===== src/rtl/rseq_pkg.sv =====
// Shared definitions for pll_reset_sequencer: FSM state encoding,
// E/Q phase codes and the phase-to-clock-level decode.
package rseq_pkg;

  typedef enum logic [1:0] {
    ST_WAIT_LOCK = 2'd0,
    ST_FILTER    = 2'd1,
    ST_HOLD      = 2'd2,
    ST_RUN       = 2'd3
  } rseq_state_e;

  typedef logic [1:0] phase_t;

  // Quadrature order 3->0->1->2->3: Q rises one quarter ahead of E.
  localparam phase_t PH_Q_HI = 2'd0;
  localparam phase_t PH_BOTH = 2'd1;
  localparam phase_t PH_E_HI = 2'd2;
  localparam phase_t PH_IDLE = 2'd3;

  typedef struct packed {
    logic e;
    logic q;
  } eq_t;

  function automatic eq_t eq_decode(input phase_t ph);
    eq_t r;
    r.e = (ph == PH_BOTH) || (ph == PH_E_HI);
    r.q = (ph == PH_Q_HI) || (ph == PH_BOTH);
    return r;
  endfunction

endpackage


===== src/rtl/eq_phase_gen.sv =====
// 6809 E/Q quadrature generator: DIV clocks per quarter, registered E/Q and
// edge strobes. i_clr parks the generator at phase 3 with no strobes.
module eq_phase_gen
  import rseq_pkg::*;
#(
  parameter int DIV = 4
) (
  input  logic CLK,
  input  logic RESET,
  input  logic i_en,
  input  logic i_clr,
  output logic o_e,
  output logic o_q,
  output logic o_e_rise,
  output logic o_e_fall,
  output logic o_fall_evt
);

  localparam int QW = (DIV > 1) ? $clog2(DIV) : 1;
  localparam logic [QW-1:0] Q_LAST = QW'(DIV - 1);

  logic [QW-1:0] r_qcnt;
  logic [QW-1:0] w_qcnt_next;
  phase_t        r_phase;
  phase_t        w_phase_next;
  eq_t           w_eq_next;
  logic          w_wrap;
  logic          w_rise_evt;
  logic          r_e;
  logic          r_q;
  logic          r_e_rise;
  logic          r_e_fall;

  // Kept independent of i_clr so the FSM can consume it without a comb loop.
  assign o_fall_evt = i_en && (r_qcnt == Q_LAST) && (r_phase == PH_E_HI);

  always_comb begin
    w_wrap       = i_en && !i_clr && (r_qcnt == Q_LAST);
    w_qcnt_next  = r_qcnt;
    w_phase_next = r_phase;
    if (i_clr) begin
      w_qcnt_next  = '0;
      w_phase_next = PH_IDLE;
    end else if (i_en) begin
      w_qcnt_next = w_wrap ? '0 : r_qcnt + QW'(1);
      if (w_wrap) w_phase_next = r_phase + 2'd1;
    end
    w_rise_evt = w_wrap && (r_phase == PH_Q_HI);
    w_eq_next  = eq_decode(w_phase_next);
  end

  always_ff @(posedge CLK or posedge RESET) begin
    if (RESET) begin
      r_qcnt   <= '0;
      r_phase  <= PH_IDLE;
      r_e      <= 1'b0;
      r_q      <= 1'b0;
      r_e_rise <= 1'b0;
      r_e_fall <= 1'b0;
    end else begin
      r_qcnt   <= w_qcnt_next;
      r_phase  <= w_phase_next;
      r_e      <= w_eq_next.e;
      r_q      <= w_eq_next.q;
      r_e_rise <= w_rise_evt;
      r_e_fall <= w_wrap && (r_phase == PH_E_HI);
    end
  end

  assign o_e      = r_e;
  assign o_q      = r_q;
  assign o_e_rise = r_e_rise;
  assign o_e_fall = r_e_fall;

endmodule


===== src/rtl/pll_reset_sequencer.sv =====
// PLL lock filter and reset sequencer: releases SYS_RESET after a stable lock,
// then CPU_RESET_N in step with E falling. RSEQ_LOCK_MONITOR_EN adds LOSS_COUNT.
module pll_reset_sequencer
  import rseq_pkg::*;
#(
  parameter int LOCK_FILTER_CYCLES = 1024,
  parameter int RESET_HOLD_CYCLES  = 16,
  parameter int DIV                = 4
) (
  input  logic       CLK,
  input  logic       RESET,
  input  logic       LOCKED,
  output logic       SYS_RESET,
  output logic       CPU_RESET_N,
  output logic       E,
  output logic       Q,
  output logic       E_RISE,
  output logic       E_FALL,
`ifdef RSEQ_LOCK_MONITOR_EN
  output logic [7:0] LOSS_COUNT,
`endif
  output logic       READY
);

  localparam int FW = (LOCK_FILTER_CYCLES > 1) ? $clog2(LOCK_FILTER_CYCLES) : 1;
  localparam int HW = (RESET_HOLD_CYCLES > 1) ? $clog2(RESET_HOLD_CYCLES) : 1;
  localparam logic [FW-1:0] FILT_LAST = FW'(LOCK_FILTER_CYCLES - 1);
  localparam logic [HW-1:0] HOLD_LAST = HW'(RESET_HOLD_CYCLES - 1);

  logic [1:0]    r_lock_sync;
  logic          w_locked_s;
  rseq_state_e   r_state;
  rseq_state_e   w_state_next;
  logic [FW-1:0] r_filter_cnt;
  logic [FW-1:0] w_filter_cnt_next;
  logic [HW-1:0] r_hold_cnt;
  logic [HW-1:0] w_hold_cnt_next;
  logic          w_active;
  logic          w_gen_clr;
  logic          w_fall_evt;
  logic          w_sys_reset_d;
  logic          w_cpu_reset_n_d;
  logic          w_ready_d;
  logic          r_sys_reset;
  logic          r_cpu_reset_n;
  logic          r_ready;

  assign w_locked_s = r_lock_sync[1];
  assign w_active   = (r_state == ST_HOLD) || (r_state == ST_RUN);
  // Lock loss parks the generator on the same edge the resets reassert.
  assign w_gen_clr  = !(w_active && w_locked_s);

  always_ff @(posedge CLK or posedge RESET) begin
    if (RESET) begin
      r_lock_sync   <= 2'b00;
      r_state       <= ST_WAIT_LOCK;
      r_filter_cnt  <= '0;
      r_hold_cnt    <= '0;
      r_sys_reset   <= 1'b1;
      r_cpu_reset_n <= 1'b0;
      r_ready       <= 1'b0;
    end else begin
      r_lock_sync   <= {r_lock_sync[0], LOCKED};
      r_state       <= w_state_next;
      r_filter_cnt  <= w_filter_cnt_next;
      r_hold_cnt    <= w_hold_cnt_next;
      r_sys_reset   <= w_sys_reset_d;
      r_cpu_reset_n <= w_cpu_reset_n_d;
      r_ready       <= w_ready_d;
    end
  end

  always_comb begin
    w_state_next      = r_state;
    w_filter_cnt_next = r_filter_cnt;
    w_hold_cnt_next   = r_hold_cnt;
    case (r_state)
      ST_WAIT_LOCK: begin
        w_filter_cnt_next = '0;
        w_hold_cnt_next   = '0;
        if (w_locked_s) w_state_next = ST_FILTER;
      end
      ST_FILTER: begin
        if (!w_locked_s) begin
          w_state_next      = ST_WAIT_LOCK;
          w_filter_cnt_next = '0;
        end else if (r_filter_cnt == FILT_LAST) begin
          w_state_next      = ST_HOLD;
          w_filter_cnt_next = '0;
        end else begin
          w_filter_cnt_next = r_filter_cnt + FW'(1);
        end
      end
      ST_HOLD: begin
        if (!w_locked_s) begin
          w_state_next    = ST_WAIT_LOCK;
          w_hold_cnt_next = '0;
        end else if (w_fall_evt) begin
          if (r_hold_cnt == HOLD_LAST) begin
            w_state_next    = ST_RUN;
            w_hold_cnt_next = '0;
          end else begin
            w_hold_cnt_next = r_hold_cnt + HW'(1);
          end
        end
      end
      ST_RUN: begin
        if (!w_locked_s) w_state_next = ST_WAIT_LOCK;
      end
      default: w_state_next = ST_WAIT_LOCK;
    endcase
  end

  // Outputs are decoded from the next state so they switch with the state register.
  always_comb begin
    w_sys_reset_d   = 1'b1;
    w_cpu_reset_n_d = 1'b0;
    w_ready_d       = 1'b0;
    case (w_state_next)
      ST_HOLD: w_sys_reset_d = 1'b0;
      ST_RUN: begin
        w_sys_reset_d   = 1'b0;
        w_cpu_reset_n_d = 1'b1;
        w_ready_d       = 1'b1;
      end
      default: ;
    endcase
  end

  eq_phase_gen #(.DIV(DIV)) u_eq_phase_gen (
    .CLK        (CLK),
    .RESET      (RESET),
    .i_en       (w_active),
    .i_clr      (w_gen_clr),
    .o_e        (E),
    .o_q        (Q),
    .o_e_rise   (E_RISE),
    .o_e_fall   (E_FALL),
    .o_fall_evt (w_fall_evt)
  );

  assign SYS_RESET   = r_sys_reset;
  assign CPU_RESET_N = r_cpu_reset_n;
  assign READY       = r_ready;

`ifdef RSEQ_LOCK_MONITOR_EN
  logic [7:0] r_loss_cnt;

  always_ff @(posedge CLK or posedge RESET) begin
    if (RESET) r_loss_cnt <= '0;
    else if (w_active && !w_locked_s && (r_loss_cnt != 8'hFF))
      r_loss_cnt <= r_loss_cnt + 8'd1;
  end

  assign LOSS_COUNT = r_loss_cnt;
`endif

endmodule


===== config.mk =====
export PLATFORM = sky130hd
export DESIGN_NAME = pll_reset_sequencer
export DESIGN_NICKNAME = d
export VERILOG_FILES = /design/src/rtl/rseq_pkg.sv /design/src/rtl/eq_phase_gen.sv /design/src/rtl/pll_reset_sequencer.sv
export SDC_FILE = /design/constraint.sdc
export NUM_CORES = 1
export LEC_CHECK = 0
export BUFFER_PORTS_ARGS = -buffer_cell sky130_fd_sc_hd__buf_2
export CAP_MARGIN = 25
export CORE_MARGIN = 4
export CORE_UTILIZATION = 43
export DETAILED_ROUTE_END_ITERATION = 10
export PLACE_DENSITY_LB_ADDON = 0.3
export SYNTH_ARGS = -nofsm -noshare
export SYNTH_HDL_FRONTEND = slang
export SYNTH_HIERARCHICAL = 1
export SYNTH_SLANG_ARGS = --single-unit
export TNS_END_PERCENT = 30

===== constraint.sdc =====
create_clock -name CLK -period 1.9 [get_ports CLK]
set_input_delay 0.285 -clock CLK [delete_from_list [all_inputs] [get_ports CLK]]
set_output_delay 0.285 -clock CLK [all_outputs]
set_load 0.005 [all_outputs]

==> results of run 1 <==
-- area by class of cell --
| cell class | instances | share of cell area (%) |
|---|---|---|
| tap | 44 | 3.70 |
| clock buffer | 4 | 2.44 |
| multi-input combinational | 89 | 39.1 |
| sequential | 28 | 47.3 |
| timing repair buffer | 13 | 5.21 |
| inverter | 9 | 2.27 |
-- Yosys cell counts, drive strengths merged, types with 2 or more instances --
cell    instances  area, sq um
clkbuf          2         7.51
nand3           5         25.0
or3             2         12.5
dfstp           3         78.8
nand4           2         12.5
a31oi           3         33.8
o21ai          13         65.1
buf             3         17.5
nand2b          2         12.5
a211o           2         17.5
nor2            8         30.0
a22o            2         17.5
mux2i           4         40.0
nor3b           4         35.0
nand2          11         41.3
and3            8         57.6
inv             9         33.8
a21oi           8         40.0
dfrtp          25          626
ha              5         62.6
-- cell families (layout without fill, tap and decap cells) --
| group | count (synthesis) | after routing | share of synthesized area [%] |
|---|---|---|---|
| xor+xnor | 1 | 1 | 0.651 |
| fa+ha+maj | 5 | 5 | 4.65 |
| buf+inv | 14 | 26 | 4.37 |
| compound gates | 33 | 33 | 15.8 |
| mux | 5 | 5 | 3.81 |
| simple gates | 45 | 45 | 18.3 |
| flops | 28 | 28 | 52.4 |
-- routing by layer --
layer  track usage, %  up-vias
li1                 -      494
met4             6.47        0
met3             2.64        5
met2             19.9        9
met1             16.5      466
met5                0        -
-- stage by stage --
step | instances | worst slack (ns) | utilization, % | cell area (sq um)
after floorplan | 131 | 0.335 | - | 1350
after global placement | 182 | 0.296 | 47.6 | 1440
after detailed placement | 182 | 0.235 | 47.6 | 1440
after CTS | 187 | 0.221 | 49.2 | 1490
after global routing | 187 | 0.139 | 49.2 | 1490
final | 187 | 0.208 | 49.2 | 1490
-- report_power, final --
part           total [mW]  internal [mW]  switching (mW)  leakage [nW]
logic              0.0563         0.0209          0.0354         0.327
clock network       0.286          0.117           0.169        0.0210
registers           0.617          0.605          0.0116         0.373
-- how the worst max path moves through the flow --
stage | to | cells past startpoint | startpoint
floorplan | u_eq_phase_gen/o_e$_DFF_PP0_ | 5 | u_eq_phase_gen/r_phase[0]$_DFF_PP1_
global placement | r_state[0]$_DFF_PP0_ | 6 | u_eq_phase_gen/r_phase[0]$_DFF_PP1_
detailed placement | r_filter_cnt[9]$_DFFE_PP0P_ | 5 | r_filter_cnt[0]$_DFFE_PP0P_
CTS | r_filter_cnt[9]$_DFFE_PP0P_ | 5 | r_filter_cnt[0]$_DFFE_PP0P_
global route | r_filter_cnt[9]$_DFFE_PP0P_ | 5 | r_filter_cnt[0]$_DFFE_PP0P_
finish | r_filter_cnt[9]$_DFFE_PP0P_ | 5 | r_filter_cnt[0]$_DFFE_PP0P_
-- critical path, delay by kind of cell, from the launching register on --
| family | cells | cell delay (ns) |
|---|---|---|
| adders and majority gates | 1 | 0.19 |
| AOI/OAI and AO/OA | 3 | 0.63 |
| DFF | 1 | 0.42 |
| and+or+nand+nor | 1 | 0.34 |
-- sequential cells by signal (all words and copies together) (netlist names) --
signal / cells
READY: 1
SYS_RESET: 1
r_filter_cnt: 10
r_hold_cnt: 4
r_lock_sync: 2
r_state: 2
u_eq_phase_gen/o_e: 1
u_eq_phase_gen/o_e_fall: 1
u_eq_phase_gen/o_e_rise: 1
u_eq_phase_gen/o_q: 1
u_eq_phase_gen/r_phase: 2
u_eq_phase_gen/r_qcnt: 2
==> impl_metrics.tcl, run 1 <==
set metrics [dict create \
    min_period_ns 1.69 \
    antenna_found_initial 0 \
    met3WireLength_microns 52 \
    status "finished clean" \
    initial_core_util_pct 44.4 \
    synth_seq_area_share_pct 52.4 \
    worst_pin_slew_ns 0.765 \
    hold_path_end "r_lock_sync[0]$_DFF_PP0_" \
    seqCellArea_sq_um 704 \
    cts.clk_slew.worst_paths_ns 0.15 \
    slew_viol_final 0 \
    first_pass_iters 4 \
    portBuffers 9 \
    clock_latency_ns 0.33 \
    synth-warning-count 6 \
    ir_worst_vdd_mv 0.367 \
    critPathKind "reg2reg" \
    critPathRequiredTime_ns 2.12 \
    routed-via-count 974 \
    gp_congestion 0.816 \
    htreeDepth 1 \
    cp_max_fo 9 \
    r2r-start "r_filter_cnt[0]$_DFFE_PP0P_" \
    r2r_cells 5 \
    hold_depth 1 \
    total_power_uw 959 \
    fillers 286 \
    synthToLayoutAreaGrowth_pct 10.7 \
    syn_avg_cell_area_sq_um 10.3 \
    crit_chain "ha_1 -> and3_1 -> a31oi_4 -> o211a_1 -> a211o_1" \
    wl_met1_mm 1.14 \
    crit_slowest_cell "dfrtp_1" \
    critical_path.max_stage_delay_ns 0.42 \
    holdWs_ns 0.0477 \
    startpoint_type "register" \
    post_cts_buffers 0 \
    synth_seq_cells 28 \
    wl_mm 2.31 \
    p_per_area_nw_per_um2 644 \
    cts_buffers 3 \
    setup_tns_ns 0 \
    rsz0062_at_grt "false" \
    maxUsedRoutingLayer "met4" \
    grt_usage_pct 12.7 \
    grt-ovfl-total 0 \
    hold_violations 0 \
    multiInputGateArea_sq_um 582 \
    die_height_microns 63.9 \
    ys.flop_type "dfrtp_1" \
    drive_above_1_share_pct 17.5 \
    grt_pass1_wl_mm 4.04 \
    final_cell_mix "dfrtp_1 (25), o21ai_0 (13), nand2_1 (11)" \
    synth_area_sq_um 1350 \
    drt-initial-drc-count 44 \
    skew_ns 0.00810 \
    cts_resized 0 \
    place_hpwl_mm 1.69 \
    holdCritStartpoint "LOCKED" \
    rrSetupSlack_ns 0.21 \
    max_freq_mhz 591 \
    leakage_nw 0.721 \
    wl_met2_mm 1.07 \
    pin_count 10 \
    fin_crit_sh_pct 89.0 \
    max-slew-margin-rel_pct 48.9 \
    crit_arrival_ns 1.92 \
    final_common_cell "dfrtp_1" \
    core_sq_um 3030 \
    root_buffer "clkbuf_4" \
    ctsHoldBuffers 1 \
    synthArstFlopShare_pct 100 \
    timing.rr.end "r_filter_cnt[9]$_DFFE_PP0P_" \
    cts_max_path_buffers 2 \
    drc 0 \
    cp-end-kind "register" \
    nets 152 \
    antenna_left 0 \
    vias_per_cell 5.21 \
    first_global_vias 918 \
    grt_max_degree 21 \
    cts_tree "yes" \
    syn_inst 131 \
    syn-num-nets 139 \
    rows 20 \
    wl_per_cell_microns 12.4 \
    hold_path_class "in2reg" \
    maxCapViolCount 0 \
    fp.dieW_microns 63.9 \
    finalSetupViolCount 0 \
    ys_types 35 \
    dieArea_sq_um 4090 \
    diodes 0 \
    cts_sinks 28 \
    synth-edff-count 0 \
]
Note: power is estimated with default switching activity, not from simulation.
==> inputs of run 2 (changes only) <==
--- a/config.mk
+++ b/config.mk
@@ -13,6 +13,5 @@
 export PLACE_DENSITY_LB_ADDON = 0.3
 export SYNTH_ARGS = -nofsm -noshare
 export SYNTH_HDL_FRONTEND = slang
-export SYNTH_HIERARCHICAL = 1
 export SYNTH_SLANG_ARGS = --single-unit
 export TNS_END_PERCENT = 30
==> constraint.sdc (replaced) <==
create_clock -name CLK -period 1.86 [get_ports CLK]
set_input_delay 0.279 -clock CLK [delete_from_list [all_inputs] [get_ports CLK]]
set_output_delay 0.279 -clock CLK [all_outputs]
set_load 0.005 [all_outputs]
==> impl_metrics.tcl, run 2 <==
set metrics [dict create \
    status "finished clean" \
    holdCritStartpoint "LOCKED" \
    leakage_nw 0.699 \
    grt_pass1_wl_mm 3.92 \
    pwr-share-seq_pct 68.4 \
    cts_sinks 28 \
    r2r-start "r_filter_cnt[0]$_DFFE_PP0P_" \
    drc 0 \
    cts_resized 0 \
    pin_count 10 \
    synth_area_leaders "dfrtp_1 (48%), dfstp_2 (6.1%), ha_1 (4.8%)" \
    ys.flop_type "dfrtp_1" \
    min_period_ns 1.62 \
    multiInputGateArea_sq_um 531 \
    wl_per_cell_microns 13.5 \
    drt-initial-drc-count 43 \
    timing.rr.end "r_filter_cnt[9]$_DFFE_PP0P_" \
    fin_crit_sh_pct 87.1 \
    power.share.clock_pct 27.3 \
    diodes 0 \
    synth-edff-count 0 \
    wl_mm 2.12 \
    power.internal_uw 714 \
    first_global_vias 870 \
    synth_area_sq_um 1290 \
    slew_viol_final 0 \
    maxCapViolCount 0 \
    cts_max_path_buffers 2 \
    first_pass_iters 4 \
    synth_common_cells "dfrtp_1 (25), o21ai_0 (11), nand2_1 (10), inv_1 (7), nor2_1 (6)" \
    cts_buffers 3 \
    synth_top_cell_area_share_pct 48.4 \
    cp-end-kind "register" \
    placed_cell_area_sq_um 1350 \
    fillers 266 \
    max-slew-margin-rel_pct 69.9 \
    grt-ovfl-total 0 \
    grt_usage_pct 12.2 \
    critPathKind "reg2reg" \
    path_buf_inv 0 \
    yosysMostFrequentCell "dfrtp_1" \
    top_register "r_filter_cnt" \
    routed-via-count 874 \
    yosys.area.top_type "dfrtp_1" \
    dieArea_sq_um 3950 \
    die_height_microns 62.9 \
    setup_tns_ns 0 \
    syn_avg_cell_area_sq_um 11.2 \
    final_common_cell "dfrtp_1" \
    hold_depth 1 \
    hold_path_end "r_lock_sync[0]$_DFF_PP0_" \
    critical_path.max_stage_delay_ns 0.43 \
    drive_above_1_share_pct 18.3 \
    synth_seq_cells 28 \
    core_sq_um 2810 \
    synth_seq_area_share_pct 54.4 \
    skew_ns 0.0160 \
    worst_pin_slew_ns 0.451 \
    place_hpwl_mm 1.51 \
    rows 19 \
    hold_violations 0 \
    crit_family "compound AO/OA/AOI/OAI gates" \
    synthToLayoutAreaGrowth_pct 7.35 \
    seqCellArea_sq_um 704 \
    combPwrFrac_pct 4.4 \
    fp.dieW_microns 62.9 \
    finalSetupViolCount 0 \
    htreeDepth 1 \
    rrSetupSlack_ns 0.24 \
    worst_slack_ns 0.239 \
    hold_path_class "in2reg" \
    ys_types 38 \
    ir_worst_vdd_mv 0.398 \
    root_buffer "clkbuf_4" \
    switching_share_pct 21.7 \
    syn-num-nets 124 \
    crit_slowest_cell "dfrtp_1" \
    power.net_switching_uw 197 \
    cp_max_fo 9 \
    crit_chain "ha_1 -> and3_1 -> a41oi_4 -> a21oi_1 -> o21ai_1" \
    initial_core_util_pct 46.1 \
    top_regs "r_filter_cnt: 10 flops, r_hold_cnt: 4 flops" \
    gp_congestion 0.788 \
    rsz0062_at_grt "false" \
    startpoint_type "register" \
    final_area_sq_um 1390 \
    r2r_cells 5 \
    antenna_left 0 \
    critPathRequiredTime_ns 2.10 \
    vias_per_cell 5.57 \
    grt_max_degree 29 \
    crit_arrival_ns 1.86 \
    clock_latency_ns 0.33 \
    portBuffers 9 \
    cts_tree "yes" \
    p_per_area_nw_per_um2 656 \
    max_freq_mhz 617 \
    antenna_found_initial 0 \
    cts.clk_slew.worst_paths_ns 0.13 \
    largest_register_ffs 10 \
    nets 135 \
    final_cell_mix "dfrtp_1 (25), o21ai_0 (11), nand2_1 (10)" \
    dp_slack_ns 0.251 \
    syn_inst 116 \
    synthArstFlopShare_pct 100 \
    synth-warning-count 0 \
]
[run 2: cell types whose count changed after synthesis, sizes merged, moves of 3 or more]
cell   delta
a21oi     -5
nor3b     -4
a22o      +3
and3      -3
[run 2: repair_timing]
item,CTS,global route
buffers inserted,0,0
hold buffers,1,0
hold endpoints to repair,13,0
[run 2: final cells by class]
type                    count  share of cell area [%]
clock buffers               4                    1.89
inverters                   7                    1.89
multi-input cells          76                    38.2
flip-flops and latches     28                    50.7
well taps                  31                    2.79
repair buffers             11                    4.50
[run 2: worst reg2reg max path, delay by kind of cell, from the launching register on]
family                     cells  cell delay, ns
AOI/OAI and AO/OA              3            0.62
DFF                            1            0.43
and+or+nand+nor                1            0.27
adders and majority gates      1            0.23
[run 2: how the worst max path moves through the flow]
stage | end | startpoint | slack [ns] | cells past startpoint
after detailed placement | r_filter_cnt[5]$_DFFE_PP0P_ | r_filter_cnt[0]$_DFFE_PP0P_ | 0.25 | 5
after global routing | r_hold_cnt[3]$_DFFE_PP0P_ | r_state[1]$_DFF_PP0_ | 0.04 | 4
after CTS | r_filter_cnt[9]$_DFFE_PP0P_ | r_filter_cnt[0]$_DFFE_PP0P_ | 0.23 | 5
after floorplan | r_filter_cnt[5]$_DFFE_PP0P_ | r_filter_cnt[0]$_DFFE_PP0P_ | 0.36 | 6
final | r_filter_cnt[9]$_DFFE_PP0P_ | r_filter_cnt[0]$_DFFE_PP0P_ | 0.24 | 5
after global placement | r_filter_cnt[5]$_DFFE_PP0P_ | r_filter_cnt[0]$_DFFE_PP0P_ | 0.31 | 5
[run 2: metrics by stage]
step	utilization (%)	hold WS [ns]	power, mW	instances
floorplan	-	0.310	0.663	116
finish	49.5	0.0640	0.912	157
CTS	49.5	0.0467	0.932	157
global route	49.5	0.0327	0.965	157
detailed placement	48.2	0.344	0.674	152
global placement	48.2	0.334	0.673	152
[run 2: kinds of logic after synthesis]
group	share of synthesized area [%]
muxes	2.42
xor gates and xnor gates	2.03
DFF	54.4
and+or+nand+nor	15.4
buffers and inverters	4.54
AOI/OAI and AO/OA	16.3
adders and majority gates	4.84
[run 2: layer usage]
layer  part of all wire, %  vias up  GRT usage [%]
met5                     0        -              0
met4                  0.90        0           3.31
met3                   4.0        2           3.42
met2                    46       16           19.2
met1                    49      425           16.5
li1                      -      431              -
[run 2: power groups by stage]
stage / logic (mW) / registers [mW] / clock network (mW)
6_report: 0.0399 / 0.623 / 0.248
5_1_grt: 0.0464 / 0.625 / 0.294
4_1_cts: 0.0415 / 0.623 / 0.267
3_5_place_dp: 0.0397 / 0.635 / 0
3_3_place_gp: 0.0388 / 0.634 / 0
2_1_floorplan: 0.0331 / 0.630 / 0
